`src/rtl/mtx_ctrl_pkg.sv`:
```
// Shared definitions for the multitone TX burst sequencer and its generator.
package mtx_ctrl_pkg;

    typedef enum logic [1:0] {
        ST_IDLE  = 2'd0,
        ST_PRIME = 2'd1,
        ST_RUN   = 2'd2,
        ST_GUARD = 2'd3
    } mtx_state_e;

    // Must match the NSIG/NSYMB used for the generator instance.
    localparam int unsigned MTX_NSIG  = 4096;
    localparam int unsigned MTX_NSYMB = 256;

endpackage

```
`src/rtl/mtx_guard_timer.sv`:
```
// Loadable down-counter with a zero flag; times the inter-burst guard gap.
module mtx_guard_timer #(
    parameter int unsigned WIDTH = 16
) (
    input  logic             clk_i,
    input  logic             rst_ni,
    input  logic             load_i,
    input  logic [WIDTH-1:0] load_val_i,
    input  logic             dec_i,
    output logic             zero_o
);

    logic [WIDTH-1:0] cnt_q, cnt_d;

    always_comb begin
        cnt_d = cnt_q;
        if (load_i) begin
            cnt_d = load_val_i;
        end else if (dec_i && (cnt_q != '0)) begin
            cnt_d = cnt_q - WIDTH'(1);
        end
    end

    always_ff @(posedge clk_i) begin
        if (!rst_ni) begin
            cnt_q <= '0;
        end else begin
            cnt_q <= cnt_d;
        end
    end

    assign zero_o = (cnt_q == '0);

endmodule

```
`src/rtl/mtx_burst_ctrl.sv`:
```
// Burst sequencer for the multitone generator: drives gen_srst and the DDS
// phase-stream qualifiers, running bursts of NSYMB x NSIG samples with guards.
module mtx_burst_ctrl
    import mtx_ctrl_pkg::*;
#(
    parameter int unsigned NSIG_WIDTH   = 24,
    parameter int unsigned NSYMB_WIDTH  = 16,
    parameter int unsigned NBURST_WIDTH = 16,
    parameter int unsigned GUARD_WIDTH  = 16,
    parameter int unsigned NSIG         = MTX_NSIG,
    parameter int unsigned NSYMB        = MTX_NSYMB
) (
    input  logic                    clk,
    input  logic                    resetn,
    input  logic                    start,
    input  logic                    stop,
    input  logic [NBURST_WIDTH-1:0] num_bursts,
    input  logic [GUARD_WIDTH-1:0]  guard_len,
    input  logic                    phase_tready,
    output logic                    gen_srst,
    output logic                    phase_tvalid,
    output logic                    phase_tlast,
    output logic                    burst_sync,
    output logic                    busy,
    output logic                    done,
    output logic                    underrun,
    output logic [NBURST_WIDTH-1:0] burst_cnt,
    output logic [NSYMB_WIDTH-1:0]  symb_cnt
);

    localparam logic [NSIG_WIDTH-1:0]  SAMPLE_LAST = NSIG_WIDTH'(NSIG - 1);
    localparam logic [NSYMB_WIDTH-1:0] SYMB_LAST   = NSYMB_WIDTH'(NSYMB - 1);

    mtx_state_e              state_q, state_d;
    logic [NSIG_WIDTH-1:0]   sample_q, sample_d;
    logic [NSYMB_WIDTH-1:0]  symb_q, symb_d;
    logic [NBURST_WIDTH-1:0] burst_q, burst_d;
    logic [NBURST_WIDTH-1:0] nburst_q, nburst_d;
    logic [GUARD_WIDTH-1:0]  guard_q, guard_d;
    logic                    pend_q, pend_d;
    logic                    underrun_q, underrun_d;

    logic srst_q, srst_d;
    logic tvalid_q, tvalid_d;
    logic tlast_q, tlast_d;
    logic sync_q, sync_d;
    logic busy_q, busy_d;
    logic done_q, done_d;

    logic                    tmr_load, tmr_dec, tmr_zero;
    logic [NBURST_WIDTH:0]   burst_inc;
    logic [NBURST_WIDTH-1:0] burst_sat;
    logic                    last_sample, last_symb;

    mtx_guard_timer #(
        .WIDTH(GUARD_WIDTH)
    ) u_guard_timer (
        .clk_i      (clk),
        .rst_ni     (resetn),
        .load_i     (tmr_load),
        .load_val_i (guard_q - GUARD_WIDTH'(1)),
        .dec_i      (tmr_dec),
        .zero_o     (tmr_zero)
    );

    assign burst_inc   = {1'b0, burst_q} + (NBURST_WIDTH + 1)'(1);
    assign burst_sat   = (&burst_q) ? burst_q : burst_inc[NBURST_WIDTH-1:0];
    assign last_sample = (sample_q == SAMPLE_LAST);
    assign last_symb   = (symb_q == SYMB_LAST);

    always_comb begin
        state_d    = state_q;
        sample_d   = sample_q;
        symb_d     = symb_q;
        burst_d    = burst_q;
        nburst_d   = nburst_q;
        guard_d    = guard_q;
        pend_d     = pend_q;
        underrun_d = underrun_q | (tvalid_q & ~phase_tready);
        tmr_load   = 1'b0;
        tmr_dec    = 1'b0;

        unique case (state_q)
            ST_IDLE: begin
                if (start && !stop) begin
                    state_d    = ST_PRIME;
                    nburst_d   = num_bursts;
                    guard_d    = guard_len;
                    burst_d    = '0;
                    underrun_d = 1'b0;
                    pend_d     = 1'b0;
                    sample_d   = '0;
                    symb_d     = '0;
                end
            end
            ST_PRIME: begin
                state_d = ST_RUN;
                if (stop) pend_d = 1'b1;
            end
            ST_RUN: begin
                if (stop) pend_d = 1'b1;
                if (last_sample) begin
                    sample_d = '0;
                    if (last_symb) begin
                        symb_d  = '0;
                        burst_d = burst_sat;
                    end else begin
                        symb_d = symb_q + NSYMB_WIDTH'(1);
                    end
                    // A stop (pending or coincident) wins over any burst-end routing.
                    if (stop || pend_q) begin
                        state_d = ST_IDLE;
                    end else if (last_symb) begin
                        if ((nburst_q != '0) && (burst_inc == {1'b0, nburst_q})) begin
                            state_d = ST_IDLE;
                        end else if (guard_q != '0) begin
                            state_d  = ST_GUARD;
                            tmr_load = 1'b1;
                        end
                    end
                end else begin
                    sample_d = sample_q + NSIG_WIDTH'(1);
                end
            end
            ST_GUARD: begin
                if (stop) begin
                    state_d = ST_IDLE;
                end else if (tmr_zero) begin
                    state_d = ST_PRIME;
                end else begin
                    tmr_dec = 1'b1;
                end
            end
            default: state_d = ST_IDLE;
        endcase

        if ((state_q != ST_IDLE) && (state_d == ST_IDLE)) begin
            sample_d = '0;
            symb_d   = '0;
            pend_d   = 1'b0;
        end

        // Outputs are registered from next-state values so they align with state_q.
        srst_d   = !((state_d == ST_PRIME) || (state_d == ST_RUN));
        tvalid_d = (state_d == ST_RUN);
        tlast_d  = (state_d == ST_RUN) && (sample_d == SAMPLE_LAST);
        sync_d   = (state_d == ST_RUN) && (sample_d == '0) && (symb_d == '0);
        busy_d   = (state_d != ST_IDLE);
        done_d   = (state_q != ST_IDLE) && (state_d == ST_IDLE);
    end

    always_ff @(posedge clk) begin
        if (!resetn) begin
            state_q    <= ST_IDLE;
            sample_q   <= '0;
            symb_q     <= '0;
            burst_q    <= '0;
            nburst_q   <= '0;
            guard_q    <= '0;
            pend_q     <= 1'b0;
            underrun_q <= 1'b0;
            srst_q     <= 1'b1;
            tvalid_q   <= 1'b0;
            tlast_q    <= 1'b0;
            sync_q     <= 1'b0;
            busy_q     <= 1'b0;
            done_q     <= 1'b0;
        end else begin
            state_q    <= state_d;
            sample_q   <= sample_d;
            symb_q     <= symb_d;
            burst_q    <= burst_d;
            nburst_q   <= nburst_d;
            guard_q    <= guard_d;
            pend_q     <= pend_d;
            underrun_q <= underrun_d;
            srst_q     <= srst_d;
            tvalid_q   <= tvalid_d;
            tlast_q    <= tlast_d;
            sync_q     <= sync_d;
            busy_q     <= busy_d;
            done_q     <= done_d;
        end
    end

    assign gen_srst     = srst_q;
    assign phase_tvalid = tvalid_q;
    assign phase_tlast  = tlast_q;
    assign burst_sync   = sync_q;
    assign busy         = busy_q;
    assign done         = done_q;
    assign underrun     = underrun_q;
    assign burst_cnt    = burst_q;
    assign symb_cnt     = symb_q;

endmodule

```
`config.mk`:
```
export PLATFORM = sky130hd
export DESIGN_NAME = mtx_burst_ctrl
export DESIGN_NICKNAME = d
export VERILOG_FILES = /design/src/rtl/mtx_ctrl_pkg.sv /design/src/rtl/mtx_guard_timer.sv /design/src/rtl/mtx_burst_ctrl.sv
export SDC_FILE = /design/constraint.sdc
export NUM_CORES = 1
export LEC_CHECK = 0
export CORE_UTILIZATION = 30
export DETAILED_ROUTE_END_ITERATION = 12
export PLACE_DENSITY_LB_ADDON = 0.25
export SYNTH_ARGS = -nofsm -noshare
export SYNTH_HDL_FRONTEND = slang
export SYNTH_SLANG_ARGS = --single-unit
```
`constraint.sdc`:
```
create_clock -name clk -period 5.2 [get_ports clk]
set_input_delay 0.78 -clock clk [delete_from_list [all_inputs] [get_ports clk]]
set_output_delay 0.78 -clock clk [all_outputs]
set_load 0.05 [all_outputs]
```
# Yosys cells after proc, flatten, opt, wreduce, memory -nomap -nowiden
# Cells that the tools add are included.
# word_totals
reg_bits	114
input_bits	37
romBits	0
ram_bits	0
wordCells	107
memories	0
output_inout_bits	39
latchBits	0
# op_classes
order_cmp	0
add_sub_neg	5
reduce_logical	30
eq_ne	14
n_mux	39
div_mod_pow	0
shift	0
bitwise	4
mul	0
# op_table
cell	count
$mux 16	10
$mux 24	3
$pmux 16 s2	2
$eq 24x12->1 const B	2
$pmux 24 s2	1
$reduce_bool 16->1	3
$logic_not 16->1	2
$sub 16x1->16 const B	2
$add 24x1->24 const B	1
$logic_not 24->1	1
$add 16x1->17 const B	1
$eq 17x16->1	1
$add 16x1->16 const B	1
$eq 16x8->1 const B	1
$mux 2	8
$reduce_and 16->1	1
$mux 1	13
$reduce_bool 2->1	5
$ne 2x2->1 const B	4
$pmux 2 s4	1
$logic_and 1x1->1	7
$eq 2x2->1 const B	3
$reduce_and 5->1	1
$eq 2x1->1 const B	2
other kinds (11)	16

# Depth between registers and ports, before layout
# depth
word_depth	14
ltp_mapped	19
depth_no_buf	17

# Cells and area by module
# From an unflattened synthesis, not the netlist that was laid out.
# unflattened
cells_unflattened	915
hier_area_um2	7000.5
# by_module_without_submodules
mod	instances	cells_each	area_each_um2
mtx_burst_ctrl	1	792	6023.3
mtx_guard_timer	1	123	977.2

# Worst setup path before layout
# Ideal clock, no wire load.
# synth_timing
path_kind	reg-to-reg
startpoint	register burst_q[0], in the netlist burst_cnt[0]
endpoint	register u_guard_timer.cnt_q[14]
slack_ps	662
stages_incl_launch_ff	20
t_arrival_ps	4469
setup_ps	70
path_cell_list	dfxtp_1 ha_1 nand3_1 or4_1 clkbuf_1 xnor2_1 a2111oi_0 nand4_1 nand3_1 buf_2 mux2i_1 ha_1 nor2b_1 nand4b_1 nor3_1 nand2b_1 nor4_1 xor2_1 o21ai_0 a21oi_1
# synth_between
elab_chain_cells	9
elab_cells_between_ends	10
classes_between	add/sub: 1; eq/ne: 1; mux: 6; reduce/logical: 2
# synth_lines
item	line_no	text
from (decl)	mtx_burst_ctrl.sv:37	logic [NBURST_WIDTH-1:0] burst_q, burst_d;
from (signal assigned)	mtx_burst_ctrl.sv:172	burst_q <= burst_d;
$add 16x1->17 (*)	mtx_burst_ctrl.sv:66	assign burst_inc = {1'b0, burst_q} + (NBURST_WIDTH + 1)'(1);
$eq 17x16->1 (*)	mtx_burst_ctrl.sv:114	if ((nburst_q != '0) && (burst_inc == {1'b0, nburst_q})) begin
$logic_and 1x1->1 (*)	mtx_burst_ctrl.sv:114	
$mux 1 (*)	mtx_burst_ctrl.sv:114	
$mux 1 (*)	mtx_burst_ctrl.sv:113	end else if (last_symb) begin
$mux 1 (*)	mtx_burst_ctrl.sv:111	if (stop || pend_q) begin
$mux 1 (*)	mtx_burst_ctrl.sv:102	if (last_sample) begin
$mux 1 (*)	mtx_burst_ctrl.sv:83	unique case (state_q)
$mux 16 / $reduce_bool 2->1 (equally long branches)	-	
to (signal assigned)	mtx_guard_timer.sv:28	cnt_q <= cnt_d;
to (decl)	mtx_guard_timer.sv:13	logic [WIDTH-1:0] cnt_q, cnt_d;
# Every way passes the cells marked *; elsewhere a longest branch is shown, timed or not.
# A chain may end at the register's enable or synchronous reset.

# Final worst setup path
# Same ends and word-level chain as after synthesis.

==> flow_metrics.env <==
export IMPL_outcome="complete, no violations"
export IMPL_synth_ff_type="dfxtp_1"
export IMPL_ctsResizeCount=0
export IMPL_clock_path_buffers=2
export IMPL_io_pin_count=76
export IMPL_relSlewSlack=0.2072
export IMPL_final_cell_area_um2=8546
export IMPL_finalHoldViolations=0
export IMPL_insertedDiodeCount=0
export IMPL_layout_worst_path_cycle_share=0.8865
export IMPL_setup_tns_final_ns=0
export IMPL_io_buffers=75
export IMPL_dieArea_um2=23660
export IMPL_cts_buffers=17
export IMPL_fin_skew_ns=0.01241
export IMPL_final_cell_mix="nand2_1, dfxtp_1, a21oi_1"
export IMPL_postCtsHoldBufs=0
export IMPL_synth_fp_nets=972
export IMPL_rrSetupSlack_ns=0.59
export IMPL_layout_commonest_cell="nand2_1"
export IMPL_whs_ns=0.4846
export IMPL_yosys_cell_types_count=74
export IMPL_wire_per_inst_um=16.88
export IMPL_synth_edf_count=0
export IMPL_synth_seq_cells=114
export IMPL_peakVddDrop_mv=0.2620
export IMPL_yosysWarnings=0
export IMPL_cts_setup_buffers=0
export IMPL_slowest_stage="or4_1"
export IMPL_coreArea_um2=22640
export IMPL_root_buffer="clkbuf_16"
export IMPL_max_freq_ghz=0.2169
export IMPL_via_per_inst=5.459
export IMPL_crit_buf_inv=1
export IMPL_min_to="guard_q[15]"
export IMPL_dieHeight_um=153.8
export IMPL_cp_max_fo=13
export IMPL_leakage_nw=3.057
export IMPL_post_dp_cell_area_um2=7914
export IMPL_drive_gt1_frac=0.07273
export IMPL_worstHoldPathCells=2
export IMPL_cts_tree="done"
export IMPL_powerDensity_nw_per_um2=358.9
export IMPL_area_growth_pct=23.58
export IMPL_dp_hpwl_um=15110
export IMPL_period_minus_slack_ns=4.610
export IMPL_vias=6960
export IMPL_grtUsageMet2=0.2961
export IMPL_drv_slew=0
export IMPL_rsz0062_at_grt="no"
export IMPL_syn_area_um2=6915
export IMPL_fin_util=0.3775
export IMPL_synth_seq_area_share=0.3300
export IMPL_r2r_start="burst_cnt[0]"
export IMPL_final_antenna_net_count=0
export IMPL_cts_sinks=114
export IMPL_reg2reg_depth=18
export IMPL_die_w_um=153.8
export IMPL_grt_max_degree=61
export IMPL_avgSynthCellArea_um2=7.468
export IMPL_antenna_found_initial=0
export IMPL_worstPathRequired_ns=5.50
export IMPL_power_mw=3.067
export IMPL_path_class="reg2reg"
export IMPL_num_rows=55
export IMPL_min_path_type="reg2reg"
export IMPL_firstDrtPassIters=5
export IMPL_hp_start="guard_q[15]"
export IMPL_async_flop_share=0
export IMPL_grt_pass1_wl_um=34800
export IMPL_met1_usage=0.2441
export IMPL_post_route_drc_count=0
export IMPL_grt_overflow=0
export IMPL_nets=1023
export IMPL_synth_cells=926
export IMPL_endpoint_kind="flop"
export IMPL_critical_path_top_delay_family="simple AND/OR/NAND/NOR gates"
export IMPL_cts_htree_levels=4
export IMPL_cp_start_kind="flop"
export IMPL_initial_core_util=0.3054
export IMPL_first_global_vias=6597
export IMPL_wirelength_um=21520
export IMPL_path_clk_slew_ns=0.06
export IMPL_met3_usage=0.03467
export IMPL_crit_path_cell_trace="ha_1 > nand3_1 > buf_4 > or4_1 > xnor2_1 > a2111oi_0 > nand4_1 > nand3_1 > mux2i_1 > ha_1 > nor2b_1 > nand4b_1 > nor3_1 > nand2b_1 > nor4_1 > xor2_1 > o21ai_0 > a21oi_1"
export IMPL_worstPathArrival_ns=4.91
export IMPL_drv_cap=0
export IMPL_first_iter_violations=446
export IMPL_top_usage_layer="met2"
export IMPL_insertion_delay_ns=0.42
export IMPL_track_usage=0.1836
export IMPL_timing_rr_end="u_guard_timer.cnt_q[14]"
export IMPL_slowest_delay_ns=0.62
export IMPL_place_gp_congestion=0.8742
export IMPL_finalSetupViolCount=0
export IMPL_worstMarginPinSlew_ns=1.178
-- cells in the mapped netlist (14+ instances only) --
master	instances	area share
or3_1	19	0.017
a21oi_1	81	0.059
xnor2_1	28	0.035
nand3_1	33	0.024
nor3_1	32	0.023
xor2_1	26	0.033
o21ai_0	34	0.025
nand2_1	156	0.085
nor2_1	68	0.037
nor2b_1	14	0.013
inv_1	22	0.012
clkbuf_1	50	0.027
nand4_1	19	0.017
dfxtp_1	114	0.33
nor4_1	33	0.030
-- worst register-to-register path, cell delays in order (launching register included) --
cell       delay (ns)
dfxtp_1          0.45
ha_1             0.30
nand3_1          0.10
buf_4            0.20
or4_1            0.62
xnor2_1          0.17
a2111oi_0        0.34
nand4_1          0.26
nand3_1          0.24
mux2i_1          0.22
ha_1             0.27
nor2b_1          0.19
nand4b_1         0.17
nor3_1           0.27
nand2b_1         0.12
nor4_1           0.24
xor2_1           0.10
o21ai_0          0.15
a21oi_1          0.05
-- metrics by stage --
stage | std cells | worst slack, ns
after global placement | 1243 | 0.7627
after floorplan | 926 | 0.6617
after CTS | 1275 | 0.5764
after detailed placement | 1243 | 0.6003
after global routing | 1275 | 0.1045
final | 1275 | 0.5904
-- kinds of logic (layout without fill, tap and decap cells) --
kind of cell / count (synthesis) / count (layout) / synth area share
AO/OA/AOI/OAI: 212 / 212 / 0.1967
multiplexers: 16 / 16 / 0.02370
adder cells (fa/ha/maj): 9 / 9 / 0.01628
buffers and inverters: 83 / 147 / 0.04722
flip-flops: 114 / 114 / 0.3300
AND/OR/NAND/NOR: 438 / 438 / 0.3177
XOR/XNOR: 54 / 54 / 0.06839
-- sequential cells by signal (all words and copies together) (netlist names) --
register and cells:
burst_cnt 16, burst_sync 1, busy 1, done 1
gen_srst 1, guard_q 16, nburst_q 16, pend_q 1
phase_tlast 1, phase_tvalid 1, sample_q 24, state_q 2
symb_cnt 16, u_guard_timer.cnt_q 16, underrun 1
-- how the worst max path moves through the flow --
stage | from | end | depth (start not counted)
3_5_place_dp | burst_cnt[0] | u_guard_timer.cnt_q[14] | 18
3_3_place_gp | burst_cnt[0] | u_guard_timer.cnt_q[14] | 18
2_1_floorplan | burst_cnt[0] | u_guard_timer.cnt_q[14] | 19
4_1_cts | burst_cnt[0] | u_guard_timer.cnt_q[14] | 18
5_1_grt | burst_cnt[0] | u_guard_timer.cnt_q[14] | 18
6_report | burst_cnt[0] | u_guard_timer.cnt_q[14] | 18
-- area by class of cell --
class | count | area, um2
inverter | 23 | 86.33
tap | 285 | 356.6
clock buffer | 18 | 429.2
multi-input combinational | 729 | 4310
timing repair buffer | 92 | 878.3
fill | 2358 | 14090
sequential | 114 | 2282
clock inverter | 14 | 202.7
-- power breakdown --
| part | total [mW] | internal (mW) | switching [mW] |
|---|---|---|---|
| Clock | 1.27 | 0.808 | 0.458 |
| Combinational | 0.814 | 0.266 | 0.548 |
| Sequential | 0.988 | 0.929 | 0.0586 |
| Total | 3.07 | 2.00 | 1.06 |
-- routing by layer --
metal	wire length (um)	part of all wire	vias to the layer above
met2	9914	0.46	176
met1	10270	0.48	3306
met4	418	0.019	0
met5	0	0	-
li1	-	-	3449
met3	925	0.043	29
(Power assumes the default switching activity.)
